===== src/rtl/reel_pkg.sv =====
// Shared types and field widths for the slot-machine reel engine.
//   reel_state_t : per-reel motion state
//   SYM_W / PH_W : widths of the symbol index and of phase/speed
package reel_pkg;

   localparam int unsigned SYM_W = 4;
   localparam int unsigned PH_W  = 8;

   typedef enum logic [1:0] {
      IDLE  = 2'd0,
      ACCEL = 2'd1,
      SPIN  = 2'd2,
      DECEL = 2'd3
   } reel_state_t;

endpackage


===== src/rtl/reel_channel.sv =====
// One reel: position (symbol index + pixel phase), speed and motion FSM.
// The reel moves only on frame ticks.
//   CLK, reset   : clock, synchronous active-high reset
//   frame_tick   : one pulse per video frame
//   start        : accepted spin request (reel must be IDLE)
//   stop_en      : stop enable, valid together with frame_tick
//   sym_idx      : top symbol index
//   phase        : pixel phase within the top symbol
//   state        : current FSM state
//   moving       : reel is not IDLE
module reel_channel
   import reel_pkg::*;
#(
   parameter int unsigned SYMS_PER_REEL = 4,
   parameter int unsigned SYM_H         = 120,
   parameter int unsigned SPEED_MAX     = 8,
   parameter int unsigned INIT_SYM      = 0
) (
   input  logic             CLK,
   input  logic             reset,
   input  logic             frame_tick,
   input  logic             start,
   input  logic             stop_en,
   output logic [SYM_W-1:0] sym_idx,
   output logic [PH_W-1:0]  phase,
   output reel_state_t      state,
   output logic             moving
);

   localparam logic [PH_W:0]    SYM_H_X  = (PH_W+1)'(SYM_H);
   localparam logic [PH_W-1:0]  SPD_MAX  = PH_W'(SPEED_MAX);
   localparam logic [PH_W-1:0]  SPD_ONE  = PH_W'(1);
   localparam logic [SYM_W-1:0] SYM_LAST = SYM_W'(SYMS_PER_REEL - 1);

   reel_state_t      r_state, w_state_nxt;
   logic [PH_W-1:0]  r_speed, r_phase;
   logic [PH_W-1:0]  w_speed_nxt, w_phase_nxt, w_ph_adv, w_spd_inc;
   logic [SYM_W-1:0] r_sym, w_sym_nxt, w_sym_adv;
   logic [PH_W:0]    w_sum;
   logic             w_wrap, w_land;

   // Advance by one frame: the sum never exceeds 2*SYM_H, so one subtraction wraps it
   assign w_sum     = {1'b0, r_phase} + {1'b0, r_speed};
   assign w_wrap    = (w_sum >= SYM_H_X);
   assign w_ph_adv  = w_wrap ? PH_W'(w_sum - SYM_H_X) : w_sum[PH_W-1:0];
   assign w_sym_adv = !w_wrap ? r_sym :
                      (r_sym == SYM_LAST) ? '0 : r_sym + SYM_W'(1);
   assign w_spd_inc = (r_speed >= SPD_MAX) ? r_speed : r_speed + SPD_ONE;
   // Crawling at speed 1 and landing exactly on a symbol boundary
   assign w_land    = (r_speed == SPD_ONE) && (w_ph_adv == '0);

   // State register
   always_ff @(posedge CLK) begin
      if (reset) r_state <= IDLE;
      else       r_state <= w_state_nxt;
   end

   // Next-state logic; a start on a tick cycle only starts the reel
   always_comb begin
      w_state_nxt = r_state;
      if (start) begin
         w_state_nxt = ACCEL;
      end else if (frame_tick) begin
         case (r_state)
            ACCEL:   if (w_spd_inc >= SPD_MAX) w_state_nxt = SPIN;
            SPIN:    if (stop_en)              w_state_nxt = DECEL;
            DECEL:   if (w_land)               w_state_nxt = IDLE;
            default: w_state_nxt = r_state;
         endcase
      end
   end

   // Output/datapath logic: position and speed follow the state
   always_comb begin
      w_speed_nxt = r_speed;
      w_phase_nxt = r_phase;
      w_sym_nxt   = r_sym;
      if (start) begin
         w_speed_nxt = SPD_ONE;
      end else if (frame_tick && (r_state != IDLE)) begin
         w_phase_nxt = w_ph_adv;
         w_sym_nxt   = w_sym_adv;
         case (r_state)
            ACCEL:   w_speed_nxt = w_spd_inc;
            DECEL:   if (w_land)                w_speed_nxt = '0;
                     else if (r_speed > SPD_ONE) w_speed_nxt = r_speed - SPD_ONE;
            default: w_speed_nxt = r_speed;
         endcase
      end
   end

   // Datapath registers
   always_ff @(posedge CLK) begin
      if (reset) begin
         r_speed <= '0;
         r_phase <= '0;
         r_sym   <= SYM_W'(INIT_SYM);
      end else begin
         r_speed <= w_speed_nxt;
         r_phase <= w_phase_nxt;
         r_sym   <= w_sym_nxt;
      end
   end

   assign sym_idx = r_sym;
   assign phase   = r_phase;
   assign state   = r_state;
   assign moving  = (r_state != IDLE);

endmodule


===== src/rtl/reel_engine.sv =====
// Multi-reel slot engine: starts all reels together, stops them one by one
// STOP_GAP frames apart and flags completion.
//   CLK, reset   : clock, synchronous active-high reset
//   frame_tick   : one pulse per video frame
//   spin_start   : start all reels (ignored while busy)
//   stop_req     : begin staggered stop (only when every reel is in SPIN)
//   sym_idx      : reel k top symbol at [4k+3:4k]
//   phase        : reel k pixel phase at [8k+7:8k]
//   reel_moving  : reel k not IDLE
//   busy         : any reel moving
//   done         : one-cycle pulse, the cycle after busy falls
module reel_engine
   import reel_pkg::*;
#(
   parameter int unsigned NUM_REELS     = 3,
   parameter int unsigned SYMS_PER_REEL = 4,
   parameter int unsigned SYM_H         = 120,
   parameter int unsigned SPEED_MAX     = 8,
   parameter int unsigned STOP_GAP      = 20
) (
   input  logic                       CLK,
   input  logic                       reset,
   input  logic                       frame_tick,
   input  logic                       spin_start,
   input  logic                       stop_req,
   output logic [NUM_REELS*SYM_W-1:0] sym_idx,
   output logic [NUM_REELS*PH_W-1:0]  phase,
   output logic [NUM_REELS-1:0]       reel_moving,
   output logic                       busy,
   output logic                       done
);

   localparam int unsigned     LAST_TICK = (NUM_REELS - 1) * STOP_GAP;
   localparam int unsigned     CNT_W     = $clog2(LAST_TICK + 2);
   localparam logic [CNT_W-1:0] CNT_LAST = CNT_W'(LAST_TICK);

   reel_state_t          w_state [NUM_REELS];
   logic [NUM_REELS-1:0] w_stop_en;
   logic                 w_start, w_all_spin, w_stop_accept, w_stag_active, w_stag_tick;
   logic [CNT_W-1:0]     r_cnt, w_tick_num;
   logic                 r_stopping, r_busy_q, r_done;

   assign busy    = |reel_moving;
   assign w_start = spin_start && !busy;

   always_comb begin
      w_all_spin = 1'b1;
      for (int i = 0; i < int'(NUM_REELS); i++)
         if (w_state[i] != SPIN) w_all_spin = 1'b0;
   end

   // A stop accepted on a tick cycle makes that tick stagger tick 0
   assign w_stop_accept = stop_req && w_all_spin && !r_stopping;
   assign w_stag_active = w_stop_accept || r_stopping;
   assign w_tick_num    = w_stop_accept ? '0 : r_cnt;
   assign w_stag_tick   = frame_tick && w_stag_active;

   // Stagger counter: counts frame ticks since the stop was accepted
   always_ff @(posedge CLK) begin
      if (reset) begin
         r_stopping <= 1'b0;
         r_cnt      <= '0;
      end else if (w_stag_tick) begin
         if (w_tick_num == CNT_LAST) begin
            r_stopping <= 1'b0;
            r_cnt      <= '0;
         end else begin
            r_stopping <= 1'b1;
            r_cnt      <= w_tick_num + CNT_W'(1);
         end
      end else if (w_stop_accept) begin
         r_stopping <= 1'b1;
         r_cnt      <= '0;
      end
   end

   // Completion pulse, one cycle after busy falls; reset leaves no history
   always_ff @(posedge CLK) begin
      if (reset) begin
         r_busy_q <= 1'b0;
         r_done   <= 1'b0;
      end else begin
         r_busy_q <= busy;
         r_done   <= r_busy_q && !busy;
      end
   end

   assign done = r_done;

   for (genvar k = 0; k < int'(NUM_REELS); k++) begin : g_reel
      localparam logic [CNT_W-1:0] STOP_AT = CNT_W'(k * STOP_GAP);

      assign w_stop_en[k] = w_stag_tick && (w_tick_num == STOP_AT);

      reel_channel #(
         .SYMS_PER_REEL (SYMS_PER_REEL),
         .SYM_H         (SYM_H),
         .SPEED_MAX     (SPEED_MAX),
         .INIT_SYM      (k % SYMS_PER_REEL)
      ) u_reel (
         .CLK        (CLK),
         .reset      (reset),
         .frame_tick (frame_tick),
         .start      (w_start),
         .stop_en    (w_stop_en[k]),
         .sym_idx    (sym_idx[k*SYM_W +: SYM_W]),
         .phase      (phase[k*PH_W +: PH_W]),
         .state      (w_state[k]),
         .moving     (reel_moving[k])
      );
   end

endmodule


===== config.mk =====
export PLATFORM = sky130hd
export DESIGN_NAME = reel_engine
export DESIGN_NICKNAME = d
export VERILOG_FILES = /design/src/rtl/reel_pkg.sv /design/src/rtl/reel_channel.sv /design/src/rtl/reel_engine.sv
export SDC_FILE = /design/constraint.sdc
export NUM_CORES = 1
export LEC_CHECK = 0
export ABC_AREA = 1
export BUFFER_PORTS_ARGS = -buffer_cell sky130_fd_sc_hd__buf_2
export CORE_ASPECT_RATIO = 1.75
export CORE_MARGIN = 4
export CORE_UTILIZATION = 45
export CTS_BUF_LIST = sky130_fd_sc_hd__clkbuf_4 sky130_fd_sc_hd__clkbuf_8
export DETAILED_ROUTE_END_ITERATION = 8
export GPL_TIMING_DRIVEN = 0
export HOLD_SLACK_MARGIN = 0.06
export PLACE_DENSITY = 0.75
export SLEW_MARGIN = 20
export SYNTH_ARGS = -nofsm -noshare
export SYNTH_HDL_FRONTEND = slang
export SYNTH_SLANG_ARGS = --single-unit

===== constraint.sdc =====
create_clock -name CLK -period 2.8 [get_ports CLK]
set_clock_uncertainty 0.05 [all_clocks]
set_input_delay 0.56 -clock CLK [delete_from_list [all_inputs] [get_ports CLK]]
set_output_delay 0.56 -clock CLK [all_outputs]
set_load 0.05 [all_outputs]

# Word level (Yosys, flattened, before mapping)
# Cells that the tools add are included.
[word_totals]
inputBits = 5
reg_bits = 75
output_inout_bits = 41
[classes]
n_reduce_logical = 61
n_bitwise = 1
n_mux = 51
n_lt_le_gt_ge = 12
eq_ne = 44
add_sub_neg = 16
[op_table]
columns = ["op", "count"]
rows = [
  ["$mux 8", 12],
  ["$ge 8x4->1 const B", 6],
  ["$pmux 8 s2", 3],
  ["$reduce_and 5->1", 6],
  ["$add 8x8->9", 3],
  ["$ge 9x7->1 const B", 3],
  ["$reduce_and 3->1", 9],
  ["$add 8x1->8 const B", 3],
  ["$eq 8x1->1 const B", 3],
  ["$gt 8x1->1 const B", 3],
  ["$logic_not 8->1", 3],
  ["$sub 8x1->8 const B", 3],
  ["$sub 8x7->8 const B", 3],
  ["$reduce_bool 2->1", 11],
  ["$mux 1", 18],
  ["$mux 2", 9],
  ["$mux 6", 3],
  ["$ne 2x1->1 const B", 9],
  ["$ne 3x1->1 const B", 6],
  ["$ne 3x2->1 const B", 6],
  ["$pmux 2 s3", 3],
  ["$reduce_bool 3->1", 6],
  ["$logic_and 1x1->1", 14],
  ["$add 4x1->4 const B", 3],
  ["18 further kinds", 37],
]

# Longest topological paths before layout
[depth]
depth_word = 13
ltp_mapped = 23
mapped_depth_nobuf = 23

# By module
# From an unflattened synthesis, not the netlist that was laid out.
[unflattened]
cells_unflattened = 998
hier_area_um2 = 6583.8
[by_module_without_submodules]
columns = ["mod", "area_per_inst_um2", "cells_per_inst", "instances", "seq_area_each_um2"]
rows = [
  ["reel_channel (g_reel[1].u_reel)", 2044.5, 309, 1, 440.4],
  ["reel_channel (g_reel[0].u_reel)", 1998.2, 305, 1, 440.4],
  ["reel_channel (g_reel[2].u_reel)", 1979.4, 304, 1, 440.4],
  ["reel_engine", 561.8, 80, 1, 180.2],
]

# Least setup slack after synthesis
# Ideal clock, no wire load.
[synth_timing]
kind = "register to register"
start = "register g_reel[1].u_reel.r_phase[0]"
end = "register g_reel[1].u_reel.r_state[1]"
slack_ns = -0.359
setup_ns = 0.115
stages_incl_launch_ff = 22
arrival_ns = 2.994
n_path_buf = 0
t_required_ns = 2.635
synth_period_minus_slack_ns = 3.159
path_cell_list = "dfxtp_1 ha_1 inv_1 fa_1 nand3b_1 nand2_1 nand2_1 nand2_1 inv_1 ha_1 nand2_2 nor2_4 nor2_4 nand2_4 nand2_1 nand2_1 nor2_2 nand3_2 nand2_1 nand4_1 nand2_1 nor2_1"
[synth_between]
elab_chain_cells = 7
elab_cells_between_ends = 8
classes_between = "2 x add/sub; 1 x order compare; 1 x eq/ne; 1 x mux; 3 x reduce/logical"
[synth_rtl]
columns = ["element", "line", "text"]
rows = [
  ["start: declaration", "reel_channel.sv:36", "logic [PH_W-1:0] r_speed, r_phase;"],
  ["start signal: assignment", "reel_channel.sv:100", "r_phase <= w_phase_nxt;"],
  ["$add 8x8->9 (*)", "reel_channel.sv:43", "assign w_sum = {1'b0, r_phase} + {1'b0, r_speed};"],
  ["$sub 8x7->8 / $ge 9x7->1 (equally long branches)", "reel_channel.sv:45, reel_channel.sv:44", ""],
  ["$mux 8 (*)", "reel_channel.sv:45", "assign w_ph_adv = w_wrap ? PH_W'(w_sum - SYM_H_X) : w_sum[PH_W-1:0];"],
  ["$logic_not 8->1 (*)", "reel_channel.sv:50", "assign w_land = (r_speed == SPD_ONE) && (w_ph_adv == '0);"],
  ["$logic_and 1x1->1 (*)", "reel_channel.sv:50", ""],
  ["$ne 2x1->1 (no line) (*)", "-", ""],
  ["$reduce_and 5->1 (no line) (*)", "-", ""],
  ["end signal: assignment", "reel_channel.sv:55", "else r_state <= w_state_nxt;"],
  ["end: declaration", "reel_channel.sv:35", "reel_state_t r_state, w_state_nxt;"],
]
# Mark *: on every way between the ends. The rest lies on a longest branch, timed or not.
# A chain may end at the register's enable or synchronous reset.

# Worst setup path after layout
[layout_timing]
start = "register g_reel[1].u_reel.r_speed[0]"
end = "register g_reel[1].u_reel.r_speed[5]"
[layout_between]
elab_chain_cells = 7
elab_cells_between_ends = 17
classes_between = "4 x add/sub; 3 x order compare; 2 x eq/ne; 5 x mux; 3 x reduce/logical"
[layout_rtl]
columns = ["element", "line", "text"]
rows = [
  ["start: declaration", "reel_channel.sv:36", ""],
  ["start signal: assignment", "reel_channel.sv:99", "r_speed <= w_speed_nxt;"],
  ["$add 8x8->9", "reel_channel.sv:43", ""],
  ["$sub 8x7->8 / $ge 9x7->1 (equally long branches)", "reel_channel.sv:45, reel_channel.sv:44", ""],
  ["$mux 8", "reel_channel.sv:45", ""],
  ["$logic_not 8->1", "reel_channel.sv:50", ""],
  ["$logic_and 1x1->1", "reel_channel.sv:50", ""],
  ["$ne 3x1->1 (no line) / $mux 8 (equally long branches)", "-", ""],
  ["$reduce_and 3->1 (no line) / $pmux 8 s2 (equally long branches)", "-", ""],
]
# Several ways; a longest one is shown, not always the timed one. The select of a mux whose other input is x is not followed.

==> results.md <==
Detailed routing:
- The routed layout has 6604 vias.
- For this run, design rule violations remaining after detail routing come to 0.
- The met2 wirelength from detailed routing is 9.758 mm.
- The highest routing layer actually used is met4.
- In this run, the number of DRC markers left after iteration 0 of detailed routing was 377.
- The wire length after detailed routing is 17.96 mm.
- The sum of routed wire segments on met1 is 6.612 mm.
- Detailed routing placed a total of 623 um of wire on met3.
- The number of nets with antenna violations after detailed routing is 0.
- Dividing the detail-routed via count by the number of cells gives 5.343.
- In the final routed layout, each cell accounts on average for 14.53 um.
- For this run, the detailed router's first-pass iteration total came to 5.

STA:
- The final setup slack of the worst path is -93.09 ps.
- Setup repair after global routing could not meet its margin everywhere.
- Setup violations remaining at the end of the flow were counted as 24.
- Summed over all failing endpoints, the final setup total negative slack is -1401 ps.
- The final-report max-slew violation count is 0.
- The final-report hold violation count is 0.
- The final critical path time including I/O delays and setup is 2893 ps.
- The worst-case headroom to the max-slew limit is 0.4349.
- The maximum achievable frequency is 345.7 MHz.
- Final hold analysis gives a worst-case slack of 403.3 ps.
- At the pin with the least slew margin, the transition time is 847.7 ps.
- The ratio of final minimum period to clock period is 1.033.

CTS:
- The number of clock buffers added by TritonCTS is 9.
- The TritonCTS clock tree is yes.
- Hold repair after CTS inserted 0 buffers.
- Clock-pin slew was measured on the worst setup and hold paths at 80 ps.
- The H-tree was split into 3 levels.
- The clock reaches the later pin of the worst-skew pair after 360 ps.
- The buffer type at the clock tree root is clkbuf_8.
- Counting every sink on the clock net gives 75.
- In this run the deepest clock path goes through 2 buffers.

Critical path:
- The start-to-end type of the worst setup path is flip-flop to flip-flop.
- The family of cells with the greatest summed delay on the critical path is simple AND/OR/NAND/NOR gates.
- Traced cell by cell, the critical path runs through ha_4, inv_2, fa_2, nand3b_1, nand2_1, nand2_1, nand2_2, inv_2, ha_4, nand2_4, nor2_4, nor2_4, buf_6, nand3b_1, nand2_4, nor2_4, nand3_4, nand3_4, nand2_4, inv_4, nor2_1, nor2_1.
- STA classifies the critical path startpoint as a flip-flop.
- The slowest cell on the critical path is dfxtp_4.
- Along the worst path, the maximum fanout reaches 7.
- The category of the worst setup path capture point is a flip-flop.
- The data arrival time of the worst path is 3100 ps.
- For the worst setup path, the data required time is 3010 ps.
- The largest single stage delay on the critical path is 370 ps.
- The setup slack on the worst flop-to-flop path is -90 ps.
- The number of buffers and inverters on the critical path is 4.

Pwr:
- Summed over all cells, the static leakage comes to 0.003886 uW.
- The worst-case IR drop observed on VDD is 574.9 uV.
- The power density normalized to cell area is 807.3 nW/um^2.

Synthesis:
- The number of library cell types mapped by synthesis is 43.
- Synthesis inferred 75 register bits.
- Of the total synthesized cell area, the portion taken by AND, OR, NAND and NOR gates is 0.3755.
- The compound-cell area share of the yosys netlist is 0.1205.
- The synthesized netlist occupies a cell area of 6198 um^2.
- The post-synth net total is 1021.
- Yosys printed 0 warnings.
- The synthesized area per cell is 6.477 um^2.
- The portion of synthesized area spent on multiplexers is 0.
- For this run, the register share of the synthesized area comes to 0.2422.
- Of the total synthesized cell area, the portion taken by full adders, half adders and majority gates is 0.1227.
- The post-synthesis xor/xnor area fraction is 0.04098.
- After synthesis, the largest family of logic cells by area is simple AND/OR/NAND/NOR gates.
- The post-synthesis instance total is 957.

Hold path:
- The path category of the worst min-delay check is flip-flop to flip-flop.

Placement:
- The congestion estimate from routability-driven global placement came to 0.9162.
- The count of input and output buffers is 44.
- The final HPWL from detailed placement is 12.70 mm.
- The area of placed instances is 6694 um^2.

Finish:
- The total non-filler cell area in the finished layout is 7933 um^2.
- For this run, the share of the core covered by cells in the final layout is 0.5897.
- The commonest non-fill, non-tap cell in the layout is nand2_1.
- The number of antenna repair diodes is 0.
- The area growth from synthesis to layout is 27.98%.
- The top cell types in the final layout, fill and taps aside, are 170 x nand2_1, 120 x inv_1, 117 x nor2_1.
- The net total in the final layout is 1121.
- Of the cells placed in the final design, the portion with a size suffix greater than 1 is 0.3041.

Global route:
- The largest net degree at the start of global routing is 13.
- The overall global routing resource usage is 0.2057.
- The global-route congestion overflow total is 0.
- The initial antenna violation count is 0.
- The number of global-route vias before repair came to 6042.
- The global-route wire length before repair is 26.97 mm.

Floorplan:
- The area inside the core boundary is 13450 um^2.
- The die is 96.72 um wide.
- The I/O pin total is 46.
- The number of placement rows is 56.
- For this configuration, the core starts out at a cell density of 0.4608.
- The vertical extent of the die is 163.3 um.
- The die covers 15790 um^2.

Run status:
- The flow ran to the end, but the final reports show violations.
- The final reports fail on setup timing.

Run:
- The max capacitance violation total is 0.
-- Yosys cell counts, drive strengths merged --
cell	count	area (um^2)
a21oi	46	245.2
nand2	239	984.7
nand3b	5	37.54
clkbuf	13	48.80
xnor2	12	105.1
nor4	5	31.28
o21ai	55	286.5
a211oi	6	45.04
fa	3	60.06
o211ai	9	67.56
xor2	17	148.9
ha	56	700.7
a41oi	1	8.760
nor2	146	628.1
clkinv	1	3.750
nand4	19	133.9
nand3	70	392.9
and2	1	6.260
dfxtp	75	1501
nor3	16	85.08
buf	4	26.27
a31oi	5	31.28
inv	141	529.3
o21a	2	15.01
a221oi	1	8.760
nor3b	2	15.01
or2	2	12.51
o311ai	1	8.760
o21bai	2	15.01
o31ai	2	15.01
-- cells by family (layout without fill, tap and decap cells) --
logic type,after synthesis,in the layout
buf+inv,159,263
xor+xnor,29,29
simple gates,505,506
flops,75,75
fa+ha+maj,59,59
compound gates,130,130
-- power breakdown --
| group | internal, uW | switching (uW) |
|---|---|---|
| Sequential | 1280 | 222 |
| Clock | 372 | 408 |
| Combinational | 1450 | 2680 |
-- tightest hold or removal path, cell delays in order, from the launching register on --
cell	delay, ps
dfxtp_1	310
nand2_1	60
nor2_1	40
-- worst paths after layout --
path / to / cells after the start / startpoint
min: done$_SDFF_PP0_ / 2 / r_busy_q$_SDFF_PP0_
min reg2reg: done$_SDFF_PP0_ / 2 / r_busy_q$_SDFF_PP0_
max reg2reg: g_reel[1].u_reel.r_speed[5]$_SDFFE_PP0P_ / 22 / g_reel[1].u_reel.r_speed[0]$_SDFFE_PP0P_
max: g_reel[1].u_reel.r_speed[5]$_SDFFE_PP0P_ / 22 / g_reel[1].u_reel.r_speed[0]$_SDFFE_PP0P_
-- metal layers --
layer / vias up / global-route usage
met1: 3048 / 0.2020
li1: 3296 / -
met2: 181 / 0.4031
met5: - / 0
met4: 0 / 0.1163
met3: 79 / 0.03077
-- stage by stage --
step           power (uW)  instances  setup slack [ps]
3_5_place_dp         4658       1175            -337.6
4_1_cts              5785       1211            -142.9
5_1_grt              6862       1236            -285.3
6_report             6404       1236            -93.09
3_3_place_gp         4598       1175            -293.6
2_1_floorplan        3953        957             6.256
-- layout make-up --
cell class                      count  area (um^2)
Sequential cell                    75         1554
Buffer                             17        76.32
Tap cell                          174        217.7
Multi-Input combinational cell    724         4788
Clock inverter                      3        15.01
Inverter                          142        543.0
Clock buffer                       13        160.2
Timing Repair Buffer               88        578.1
Fill cell                        1213         5520
-- flip-flops by register name, summed over array words and instances, names as in the netlist --
signal / count
done: 1
r_busy_q: 1
r_stopping: 1
g_reel.u_reel.r_speed: 24
g_reel.u_reel.phase: 24
r_cnt: 6
g_reel.u_reel.sym_idx: 12
g_reel.u_reel.state: 6
-- what timing repair did --
action,CTS,global route
cloned,1,0
gates resized for setup,65,137
pin swaps,42,82
buffers inserted,19,25
setup endpoints to repair,38,41
No activity file was read; power rests on OpenSTA's default activity.
